`src/rtl/cpu_bus_pkg.sv`:
```
// cpu_bus_pkg: shared state encoding, operand-size codes and default widths
// for the CPU-to-memory bus interface unit.
package cpu_bus_pkg;
   localparam int ADDR_W_DEF    = 32;
   localparam int BUS_W_DEF     = 8;
   localparam int MAX_BEATS_DEF = 4;
   localparam int DATA_W_DEF    = BUS_W_DEF * MAX_BEATS_DEF;
   localparam int TIMEOUT_DEF   = 255;

   localparam logic [1:0] SZ_8  = 2'd0;
   localparam logic [1:0] SZ_16 = 2'd1;
   localparam logic [1:0] SZ_24 = 2'd2;
   localparam logic [1:0] SZ_32 = 2'd3;

   typedef enum logic [1:0] {IDLE, STROBE, RELEASE, DONE} bus_state_e;
endpackage

```
`src/rtl/cpu_bus_lane_mux.sv`:
```
// cpu_bus_lane_mux: picks the write byte lane for a beat and decodes which
// read lane captures the incoming beat.
module cpu_bus_lane_mux #(
   parameter int BUS_W     = 8,
   parameter int MAX_BEATS = 4,
   parameter int SW        = $clog2(MAX_BEATS)
) (
   input  logic [MAX_BEATS*BUS_W-1:0] wdata_i,
   input  logic [SW-1:0]              wsel_i,
   input  logic [SW-1:0]              rsel_i,
   input  logic                       rd_en_i,
   output logic [BUS_W-1:0]           lane_o,
   output logic [MAX_BEATS-1:0]       lane_we_o
);
   assign lane_o    = wdata_i[wsel_i*BUS_W +: BUS_W];
   assign lane_we_o = rd_en_i ? MAX_BEATS'(1) << rsel_i : '0;
endmodule

```
`src/rtl/cpu_bus_master.sv`:
```
// cpu_bus_master: splits a CPU request into 1..MAX_BEATS strobe/ready bus
// handshakes, assembling read data little-endian and aborting on timeout.
import cpu_bus_pkg::*;
module cpu_bus_master #(
   parameter int ADDR_W    = ADDR_W_DEF,
   parameter int DATA_W    = DATA_W_DEF,
   parameter int BUS_W     = BUS_W_DEF,
   parameter int MAX_BEATS = MAX_BEATS_DEF,
   parameter int TIMEOUT   = TIMEOUT_DEF
) (
   input  logic                         i_clk,
   input  logic                         i_rst,
   input  logic                         i_req,
   input  logic                         i_we,
   input  logic [ADDR_W-1:0]            i_addr,
   input  logic [DATA_W-1:0]            i_wdata,
   input  logic [$clog2(MAX_BEATS)-1:0] i_size,
   output logic                         o_busy,
   output logic                         o_done,
   output logic                         o_err,
   output logic [DATA_W-1:0]            o_rdata,
   output logic                         o_bus_clk,
   output logic                         o_bus_we,
   output logic [ADDR_W-1:0]            o_bus_addr,
   output logic [BUS_W-1:0]             o_bus_data,
   input  logic [BUS_W-1:0]             i_bus_data,
   input  logic                         i_bus_data_ready
);
   localparam int SW = $clog2(MAX_BEATS);
   localparam int TW = $clog2(TIMEOUT + 2);

   bus_state_e           state_q;
   logic                 start_q, we_q, busy_q, done_q, err_q, bclk_q, bwe_q;
   logic [SW-1:0]        beat_q, beat_d, size_q, wsel;
   logic [TW-1:0]        tmo_q, tmo_d;
   logic [ADDR_W-1:0]    addr_q, addr_d;
   logic [DATA_W-1:0]    wdata_q, rdata_q;
   logic [BUS_W-1:0]     bdata_q, lane;
   logic [MAX_BEATS-1:0] lane_we;

   assign beat_d = beat_q + SW'(1);
   assign addr_d = addr_q + ADDR_W'(1);
   assign tmo_d  = tmo_q + TW'(1);
   // Leaving RELEASE presents the next beat's lane; otherwise the current one.
   assign wsel   = state_q == RELEASE ? beat_d : beat_q;

   cpu_bus_lane_mux #(.BUS_W(BUS_W), .MAX_BEATS(MAX_BEATS)) u_lane (
      .wdata_i   (wdata_q),
      .wsel_i    (wsel),
      .rsel_i    (beat_q),
      .rd_en_i   (state_q == STROBE && i_bus_data_ready && !we_q),
      .lane_o    (lane),
      .lane_we_o (lane_we)
   );

   always_ff @(posedge i_clk or posedge i_rst) begin
      if (i_rst) begin
         state_q <= IDLE;
         {start_q, we_q, busy_q, done_q, err_q, bclk_q, bwe_q} <= '0;
         beat_q  <= '0;
         size_q  <= '0;
         tmo_q   <= '0;
         addr_q  <= '0;
         wdata_q <= '0;
         rdata_q <= '0;
         bdata_q <= '0;
      end else begin
         done_q <= 1'b0;
         err_q  <= 1'b0;
         case (state_q)
            IDLE:
               if (start_q) begin
                  start_q <= 1'b0;
                  bclk_q  <= 1'b1;
                  bwe_q   <= we_q;
                  bdata_q <= lane;
                  state_q <= STROBE;
               end else if (i_req) begin
                  start_q <= 1'b1;
                  busy_q  <= 1'b1;
                  we_q    <= i_we;
                  addr_q  <= i_addr;
                  wdata_q <= i_wdata;
                  size_q  <= i_size;
                  rdata_q <= '0;
                  beat_q  <= '0;
                  tmo_q   <= '0;
               end
            STROBE:
               if (i_bus_data_ready) begin
                  for (int k = 0; k < MAX_BEATS; k++)
                     if (lane_we[k]) rdata_q[k*BUS_W +: BUS_W] <= i_bus_data;
                  bclk_q  <= 1'b0;
                  bwe_q   <= 1'b0;
                  state_q <= RELEASE;
               end else begin
                  tmo_q <= tmo_d;
                  if (TIMEOUT != 0 && tmo_d == TW'(TIMEOUT)) begin
                     bclk_q  <= 1'b0;
                     bwe_q   <= 1'b0;
                     busy_q  <= 1'b0;
                     done_q  <= 1'b1;
                     err_q   <= 1'b1;
                     state_q <= DONE;
                  end
               end
            RELEASE:
               if (!i_bus_data_ready) begin
                  if (beat_q == size_q) begin
                     busy_q  <= 1'b0;
                     done_q  <= 1'b1;
                     state_q <= DONE;
                  end else begin
                     beat_q  <= beat_d;
                     addr_q  <= addr_d;
                     bclk_q  <= 1'b1;
                     bwe_q   <= we_q;
                     bdata_q <= lane;
                     tmo_q   <= '0;
                     state_q <= STROBE;
                  end
               end
            default: state_q <= IDLE;
         endcase
      end
   end

   assign o_busy     = busy_q;
   assign o_done     = done_q;
   assign o_err      = err_q;
   assign o_rdata    = rdata_q;
   assign o_bus_clk  = bclk_q;
   assign o_bus_we   = bwe_q;
   assign o_bus_addr = addr_q;
   assign o_bus_data = bdata_q;
endmodule

```
`config.mk`:
```
export PLATFORM = sky130hd
export DESIGN_NAME = cpu_bus_master
export DESIGN_NICKNAME = d
export VERILOG_FILES = /design/src/rtl/cpu_bus_pkg.sv /design/src/rtl/cpu_bus_lane_mux.sv /design/src/rtl/cpu_bus_master.sv
export SDC_FILE = /design/constraint.sdc
export NUM_CORES = 1
export LEC_CHECK = 0
export ABC_AREA = 1
export CELL_PAD_IN_SITES_DETAIL_PLACEMENT = 0
export CELL_PAD_IN_SITES_GLOBAL_PLACEMENT = 1
export CORE_ASPECT_RATIO = 1.4
export CORE_MARGIN = 3
export CORE_UTILIZATION = 25
export DETAILED_ROUTE_END_ITERATION = 6
export PLACE_DENSITY_LB_ADDON = 0.1
export SLEW_MARGIN = 20
export SYNTH_ARGS = -nofsm -noshare
export SYNTH_HDL_FRONTEND = slang
export SYNTH_SLANG_ARGS = --single-unit
```
`constraint.sdc`:
```
create_clock -name i_clk -period 5.09 [get_ports i_clk]
set_clock_uncertainty 0.2 [all_clocks]
set_input_delay 0.7635 -clock i_clk [delete_from_list [all_inputs] [get_ports i_clk]]
set_output_delay 0.7635 -clock i_clk [all_outputs]
set_load 0.02 [all_outputs]
```
Yosys cells after proc, flatten, opt, wreduce, memory -nomap -nowiden
Cells that the tools add are included.
{ "totals": {"out_inout_bits": 77, "in_bits": 79, "ff_bits": 126, "wordCells": 120} }
{ "op_classes": {"bitwise_logic": 1, "n_shift": 2, "n_reduce_logical": 18, "mux": 60, "addsub": 3, "n_eq_ne": 18} }
{ "op_table": {"columns": ["operator", "count"], "rows": [
  ["two-way mux 32 bit", 7],
  ["case mux 32 bit (2 select lines)", 2],
  ["two-way mux 8 bit", 7],
  ["two-way mux 9 bit", 5],
  ["adder 32 x 1 -> 32 bit, second input constant", 1],
  ["variable part select 32 x 6 -> 8 bit", 1],
  ["AND reduction 5 bit", 6],
  ["case mux 9 bit (3 select lines)", 1],
  ["!= test 2 bit, second input constant", 11],
  ["two-way mux 1 bit", 20],
  ["two-way mux 2 bit", 10],
  ["case mux 8 bit (2 select lines)", 1],
  ["adder 9 x 1 -> 9 bit, second input constant", 1],
  ["equality test 9 x 8 -> 1 bit, second input constant", 1],
  ["case mux 1 bit (3 select lines)", 3],
  ["AND reduction 7 bit", 1],
  ["case mux 2 bit (3 select lines)", 1],
  ["AND reduction 3 bit", 2],
  ["AND reduction 6 bit", 1],
  ["two-way mux 4 bit", 1],
  ["!= test 2 x 1 -> 1 bit, second input constant", 2],
  ["case mux 2 bit (2 select lines)", 1],
  ["AND reduction 4 bit", 1],
  ["nonzero test 2 bit", 2],
  ["other kinds (12)", 13]
]} }

Longest topological paths before layout
Gate-level depths: netlist of run 1.
{ "depth": {"depth_word": 7, "ltp_mapped": 12, "mapped_depth_nobuf": 12} }

By module
Synthesis of run 1 repeated with hierarchy kept, for this count alone.
{ "unflattened": {"cells_unflattened": 854, "area_unflattened_um2": 6914.1} }
{ "modules_own_cells": {"columns": ["module", "instances", "area_each_um2", "seq_area_each_um2", "cells_each"], "rows": [
  ["cpu_bus_master", 1, 6487.5, 3153.0, 753],
  ["cpu_bus_lane_mux", 1, 426.7, 0.0, 101]
]} }

Least setup slack after synthesis of run 1
Ideal clock, no wire load.
{ "synth_path": {"path_type": "register to register", "startpoint": "register state_q[0]", "endpoint": "register bdata_q[1], in the netlist o_bus_data[1]", "setup_ps": 119, "path_buffers": 2, "path_stages_with_launch": 10, "arrival_time_ps": 1854, "required_ps": 4771, "period_less_slack_ps": 2173, "path_slack_ps": 2917, "path_cell_list": "dfrtp_1 > inv_1 > ha_1 > ha_1 > buf_2 > inv_1 > buf_2 > o211ai_1 > o211ai_1 > o21a_1"} }
{ "synth_via": {"elab_chain_cells": 6, "elab_cells_between_ends": 13, "cone_classes": "eq/ne (4); shift (1); mux (5); reduce/logical (3)"} }
{ "synth_rtl": {"columns": ["item", "line", "source"], "rows": [
  ["from (decl)", "cpu_bus_master.sv:32", "bus_state_e state_q;"],
  ["from (signal assigned)", "cpu_bus_master.sv:58", "state_q <= IDLE;"],
  ["from (signal assigned)", "cpu_bus_master.sv:77", "state_q <= STROBE;"],
  ["from (signal assigned)", "cpu_bus_master.sv:95", "state_q <= RELEASE;"],
  ["equality test 2 bit", "cpu_bus_master.sv:45, cpu_bus_master.sv:70", null],
  ["two-way mux 2 bit", "cpu_bus_master.sv:45", "assign wsel = state_q == RELEASE ? beat_d : beat_q;"],
  ["variable part select 32 x 6 -> 8 bit", "cpu_bus_lane_mux.sv:15", "assign lane_o = wdata_i[wsel_i*BUS_W +: BUS_W];"],
  ["two-way mux 8 bit", "cpu_bus_master.sv:109", "if (beat_q == size_q) begin"],
  ["two-way mux 8 bit", "cpu_bus_master.sv:108", "if (!i_bus_data_ready) begin"],
  ["case mux 8 bit (2 select lines)", "cpu_bus_master.sv:70", "case (state_q)"],
  ["to (signal assigned)", "cpu_bus_master.sv:76", "bdata_q <= lane;"],
  ["to (signal assigned)", "cpu_bus_master.sv:118", "bdata_q <= lane;"],
  ["to (decl)", "cpu_bus_master.sv:38", "logic [BUS_W-1:0] bdata_q, lane;"]
]} }
Parallel ways exist; a longest one is shown, timed or not. The select of a mux whose other input is x is not followed.
A chain may end at the register's enable or synchronous reset.

Final worst setup path of run 1
{ "layout_path": {"startpoint": "register state_q[0]", "endpoint": "register addr_q[13], in the netlist o_bus_addr[13]"} }
{ "layout_via": {"elab_chain_cells": 3, "elab_cells_between_ends": 9, "cone_classes": "eq/ne (5); mux (1); reduce/logical (3)"} }
{ "layout_rtl": {"columns": ["item", "line", "source"], "rows": [
  ["equality test 2 bit or logical NOT 2 bit (tied branches)", "cpu_bus_master.sv:70", null],
  ["!= test 2 bit (no line) or nonzero test 2 bit (tied branches)", null, null],
  ["AND reduction 5 bit (no line)", null, null],
  ["to (signal assigned)", "cpu_bus_master.sv:82", "addr_q <= i_addr;"],
  ["to (signal assigned)", "cpu_bus_master.sv:115", "addr_q <= addr_d;"],
  ["to (decl)", "cpu_bus_master.sv:36", "logic [ADDR_W-1:0] addr_q, addr_d;"]
]} }
Parallel ways exist; a longest one is shown, timed or not.

==> flow_summary.yaml, run 1 <==
setup_path:
  r2r_cells: 8
  critical_path_buf_inv_count: 3
  worst_setup_path_start_kind: "register"
  worstSetupPathDepth: 8
  rr_startpoint: "state_q[0]$_DFFE_PP0P_"
  setup.worst_path.class: "reg2reg"
  path_cells: "inv_1 > ha_2 > buf_4 > nand3_1 > nand3_2 > inv_2 > o21ai_0 > o22ai_1"
  crit_family: "buffers and inverters"
  worstPathRequired_ps: 5230
  crit_path_end_kind: "register"
  cp_max_fo: 55
  rr_endpoint: "o_bus_addr[13]$_DFFE_PP0P_"
  crit_slowest_cell: "inv_2"
  r2r_setup_slack_ps: 1560
  startpoint: "state_q[0]$_DFFE_PP0P_"
  endpoint: "o_bus_addr[13]$_DFFE_PP0P_"
  cp_slowest_stage_delay_ps: 790
  worst_ep_arrival_time_ps: 3670
synthesis:
  synth.distinct_cells: 36
  avgSynthCellArea_um2: 8.200
  yosys.area.top_type_share: 0.4678
  syn_inst: 822
  synthTopCellsByCount: "213 x nand2_1, 126 x dfrtp_1, 82 x nor2_1, 68 x inv_1, 52 x nand3_1"
  yosysWarnings: 0
  synth_edf_count: 0
  ys_seq_area_frac: 0.4678
  syn_nets: 913
  syn_area_um2: 6740
  synth_area_leader_cell: "dfrtp_1"
  synth_area_leaders: "dfrtp_1 47%, nand2_1 12%, nor2_1 4.6%"
  synth_most_common_cell: "nand2_1"
  ys_seq_elements: 126
  synthArstFlopShare: 1.000
  synthFlopType: "dfrtp_1"
place:
  post-place-ws_ps: 1289
  port_buffers: 155
  place_area_um2: 8602
  place.gp.congestion: 0.8001
  dp_hpwl_mm: 16.12
detailed_routing:
  maxUsedRoutingLayer: "met5"
  drt-wirelength-per-cell_um: 16.45
  drt-met1-wl_mm: 9.128
  vias_per_cell: 4.459
  drt-pass1-iter-count: 4
  drt_iter0_drc: 220
  vias: 5988
  routed-wl-met2_mm: 11.37
  route.detailed.drc: 0
  drtAntennaViolNets: 0
  routed_wl_mm: 22.09
  met3_length_mm: 1.121
floorplan:
  dieArea_um2: 28990
  core_um2: 26360
  chipWidth_um: 144.8
  fp.dieH_um: 200.3
  ioPinCount: 156
  start_util: 0.2557
  rows: 70
power:
  total_power_mw: 6.167
  ir_drop_mv: 0.3005
  leakage_nw: 3.915
  power.density_nw_per_um2: 669.6
clock_tree:
  hold_buffers: 0
  cts-resized-gates: 0
  cts_sinks: 126
  cts_root_buf: "clkbuf_16"
  clock_latency_ps: 420
  cts.reportedPaths.clkPinSlew_ps: 60
  cts_setup_buffers: 0
  h-tree-depth: 4
  tritoncts: "yes"
  clockBufferDepth: 2
  cts_made_buffers: 17
sta:
  tns_ps: 0
  relSlewSlack: 0.3996
  fin_crit_ps: 3528
  tightest_slew_ps: 900.6
  fin_crit_sh: 0.6930
  rsz0062_at_grt: "false"
  fin_ws_ps: 1562
  final_max_slew_viol_count: 0
  finalSetupViolCount: 0
  hold_viol_final: 0
  max_freq_mhz: 283.5
finish:
  antenna_cells: 0
  nNetsFinal: 1061
  drive_gt1_frac: 0.1058
  design_area_um2: 9209
  syn_to_final_growth_pct: 36.63
global_route:
  grt_pass1_wl_mm: 35.25
  grt_pass1_vias: 6346
  grt_usage: 0.1579
  overflow: 0
  antenna_found_initial: 1
  grt_max_degree: 77
run_status:
  status: "completed"
worst_hold_path:
  hold_start: "o_bus_clk$_DFFE_PP0P_"
  holdPathStages: 2
  worst_hold_path_type: "reg2reg"
job:
  cap_violations: 0
[power by group]
group	switching [mW]	leakage, nW	internal [mW]
logic	1.85	2.06	1.21
clock network	0.487	0.289	0.762
registers	0.392	1.56	1.47
total	2.73	3.92	3.44
[state kept, by name, summed over array words and instances, names as in the netlist, 2 cells and up]
register    count
o_bus_addr     32
state_q         2
tmo_q           9
beat_q          2
o_bus_data      8
wdata_q        32
size_q          2
o_rdata        32
[final cells by class]
type	instances	area, µm²
inverter	75	284.0
tap	360	450.4
timing repair buffer	157	1579
fill	2809	17150
sequential	126	3153
multi-input combinational	593	3143
clock buffer	20	466.7
clock inverter	12	132.6
[per-layer routing]
metal | global-route usage | vias to the layer above
met5 | 0 | -
met4 | 0.04967 | 2
met3 | 0.04466 | 28
met2 | 0.2734 | 144
met1 | 0.1862 | 2821
li1 | - | 2993
[worst reg2reg max path, cell delays in order, from the launching register on]
cell,delay [ps]
dfrtp_1,420
inv_1,90
ha_2,220
buf_4,310
nand3_1,310
nand3_2,700
inv_2,800
o21ai_0,240
o22ai_1,170
[placed cells by master, fill, tap and decap left out, types with 3 or more instances in the layout]
cell and n:
clkdlybuf4s50_1 155, a21oi_1 13, clkinv_2 3, mux2i_1 7, inv_1 67, nor3_1 16, o21ai_1 40, dfrtp_1 126
inv_2 7, ha_1 11, clkbuf_8 3, mux2_2 27, nor2_4 4, nand2_2 10, o211ai_1 16, nand4_1 7
nand3_1 51, nor2_2 8, nand3b_1 5, clkinvlp_4 3, o21a_1 9, or2_2 3, o22ai_1 7, nand2_1 213
o21ai_0 42, nor2_1 82, clkbuf_16 17, xor2_1 5
[how the worst min path moves through the flow]
stage                              endpoint  slack [ps]
global placement       o_bus_we$_DFFE_PP0P_         260
floorplan           wdata_q[13]$_DFFE_PP0P_         280
finish                o_bus_clk$_DFFE_PP0P_         270
global route          o_bus_clk$_DFFE_PP0P_         280
detailed placement    o_bus_clk$_DFFE_PP0P_         260
CTS                   o_bus_clk$_DFFE_PP0P_         270
[logic make-up (layout without fill, tap and decap cells)]
kind of cell             after synthesis  count (layout)  synth area share
AND/OR/NAND/NOR                      405             405            0.2599
AO/OA/AOI/OAI                        135             135            0.1173
flip-flops                           126             126            0.4678
buffers and inverters                103             264           0.06813
multiplexers                          34              34           0.05550
adder cells (fa/ha/maj)               12              12           0.02228
XOR/XNOR                               7               7          0.009096
[through the flow]
step	hold WS [ps]	std cells	utilization
floorplan	278.7	822	-
finish	268.4	1343	0.3493
detailed placement	257.5	1311	0.3263
global placement	260.9	1311	0.3263
CTS	272.4	1343	0.3490
global route	284.8	1343	0.3493
Power figures use the tool's default switching activity.
==> run 2: changes to the inputs <==
==> constraint.sdc (replaced) <==
create_clock -name i_clk -period 3.3 [get_ports i_clk]
set_clock_uncertainty 0.2 [all_clocks]
set_input_delay 0.495 -clock i_clk [delete_from_list [all_inputs] [get_ports i_clk]]
set_output_delay 0.495 -clock i_clk [all_outputs]
set_load 0.02 [all_outputs]
==> run 2 against run 1 <==
Net effect: combinational power is 57% higher; largest power group unchanged; design area is 0.88% higher; wire length hardly changed; first-iteration DRC count is 5.0% higher; via count is 0.52% lower.
==> flow_summary.yaml, run 2 (synthesis results as in run 1) <==
run_status:
  status: "completed"
detailed_routing:
  drt-wirelength-per-cell_um: 16.37
  drt_iter0_drc: 231
  vias: 5957
  routed_wl_mm: 22.10
  vias_per_cell: 4.413
  route.detailed.drc: 0
  drt-pass1-iter-count: 4
  drtAntennaViolNets: 0
sta:
  fin_crit_ps: 2549
  relSlewSlack: 0.4206
  fin_crit_sh: 0.7725
  rsz0062_at_grt: "false"
  final_max_slew_viol_count: 0
  hold_viol_final: 0
  finalSetupViolCount: 0
  max_freq_mhz: 392.3
  tns_ps: 0
  fin_ws_ps: 750.6
  tightest_slew_ps: 868.1
place:
  place_area_um2: 8656
  place.gp.congestion: 0.7784
  post-place-ws_ps: 565.0
  port_buffers: 155
  dp_hpwl_mm: 16.07
power:
  ir_drop_mv: 0.4940
  power.density_nw_per_um2: 1046
  total_power_mw: 9.714
  leakage_nw: 3.961
setup_path:
  r2r_cells: 9
  crit_path_end_kind: "register"
  rr_startpoint: "state_q[0]$_DFFE_PP0P_"
  cp_max_fo: 16
  worst_setup_path_start_kind: "register"
  rr_endpoint: "o_bus_data[1]$_DFFE_PP0P_"
  worst_ep_arrival_time_ps: 2660
  worstPathRequired_ps: 3410
  r2r_setup_slack_ps: 750
  startpoint: "state_q[0]$_DFFE_PP0P_"
  setup.worst_path.class: "reg2reg"
clock_tree:
  tritoncts: "yes"
  cts_made_buffers: 17
  cts_setup_buffers: 0
  cts_sinks: 126
  cts_root_buf: "clkbuf_16"
  hold_buffers: 0
  clockBufferDepth: 2
  h-tree-depth: 4
  clock_latency_ps: 420
  cts-resized-gates: 0
  cts.reportedPaths.clkPinSlew_ps: 60
worst_hold_path:
  hold_end: "o_bus_we$_DFFE_PP0P_"
  worst_hold_path_type: "reg2reg"
  holdPathStages: 2
  hold_start: "o_bus_we$_DFFE_PP0P_"
floorplan:
  ioPinCount: 156
  fp.dieH_um: 200.3
  chipWidth_um: 144.8
  dieArea_um2: 28990
  start_util: 0.2557
  core_um2: 26360
  rows: 70
global_route:
  grt_usage: 0.1563
  antenna_found_initial: 1
  grt_pass1_vias: 6231
  grt_max_degree: 127
  overflow: 0
  grt_pass1_wl_mm: 34.98
finish:
  drive_gt1_frac: 0.1121
  finish.utilization: 0.3524
  syn_to_final_growth_pct: 37.83
  antenna_cells: 0
  multi_input_area_um2: 3136
  final_common_cell: "nand2_1"
  nNetsFinal: 1068
  design_area_um2: 9290
  seq_area_um2: 3153
  mostFrequentLayoutCells: "213 x nand2_1, 155 x clkdlybuf4s50_1, 126 x dfrtp_1"
  fillers: 2838
job:
  cap_violations: 0
==> run 2: cell types whose count changed in the layout (fill, tap and decap cells not counted) <==
cell,before,now
nand3_4,1,0
inv_6,2,4
clkbuf_8,3,0
clkinv_2,3,2
bufinv_16,2,4
inv_4,1,0
nand3_2,2,3
buf_4,1,8
inv_8,0,1
==> run 2: stage by stage <==
step                instances  hold slack, ps
floorplan                 822           278.7
global placement         1318           257.7
detailed placement       1318           265.3
CTS                      1350           280.4
global route             1350           290.9
finish                   1350           270.9
==> run 2: power breakdown <==
| part | total [mW] | internal [mW] | switching [mW] |
|---|---|---|---|
| Combinational | 4.80 | 1.92 | 2.88 |
| Clock | 2.06 | 1.28 | 0.782 |
| Sequential | 2.85 | 2.27 | 0.588 |
| Total | 9.71 | 5.46 | 4.25 |
==> run 2: routing by layer <==
layer	GRT usage	share of wire	vias to the layer above
met5	0	0.00059	-
li1	-	-	3012
met1	0.1820	0.40	2792
met2	0.2789	0.53	129
met3	0.04203	0.054	22
met4	0.04067	0.013	2
==> run 2: worst max-delay path, stage by stage, from the launching register on <==
cell      delay [ps]
dfrtp_1          430
inv_1            110
ha_2             310
ha_1             270
buf_4            190
inv_1            370
nand2_1          100
o211ai_1         170
o211ai_1         150
o21a_1           130
==> run 2: cell type report <==
| type | count | area share |
|---|---|---|
| Timing Repair Buffer | 164 | 0.1756 |
| Clock inverter | 15 | 0.02249 |
| Tap cell | 360 | 0.04848 |
| Clock buffer | 17 | 0.04579 |
| Sequential cell | 126 | 0.3394 |
| Multi-Input combinational cell | 593 | 0.3375 |
| Inverter | 75 | 0.03071 |
==> run 2: worst max path at each step <==
stage	end	cells after the start
floorplan	beat_q[0]$_DFFE_PP0P_	1
global placement	wdata_q[25]$_DFFE_PP0P_	5
detailed placement	wdata_q[29]$_DFFE_PP0P_	5
CTS	o_bus_data[2]$_DFFE_PP0P_	9
global route	o_bus_addr[11]$_DFFE_PP0P_	8
finish	o_bus_data[1]$_DFFE_PP0P_	9
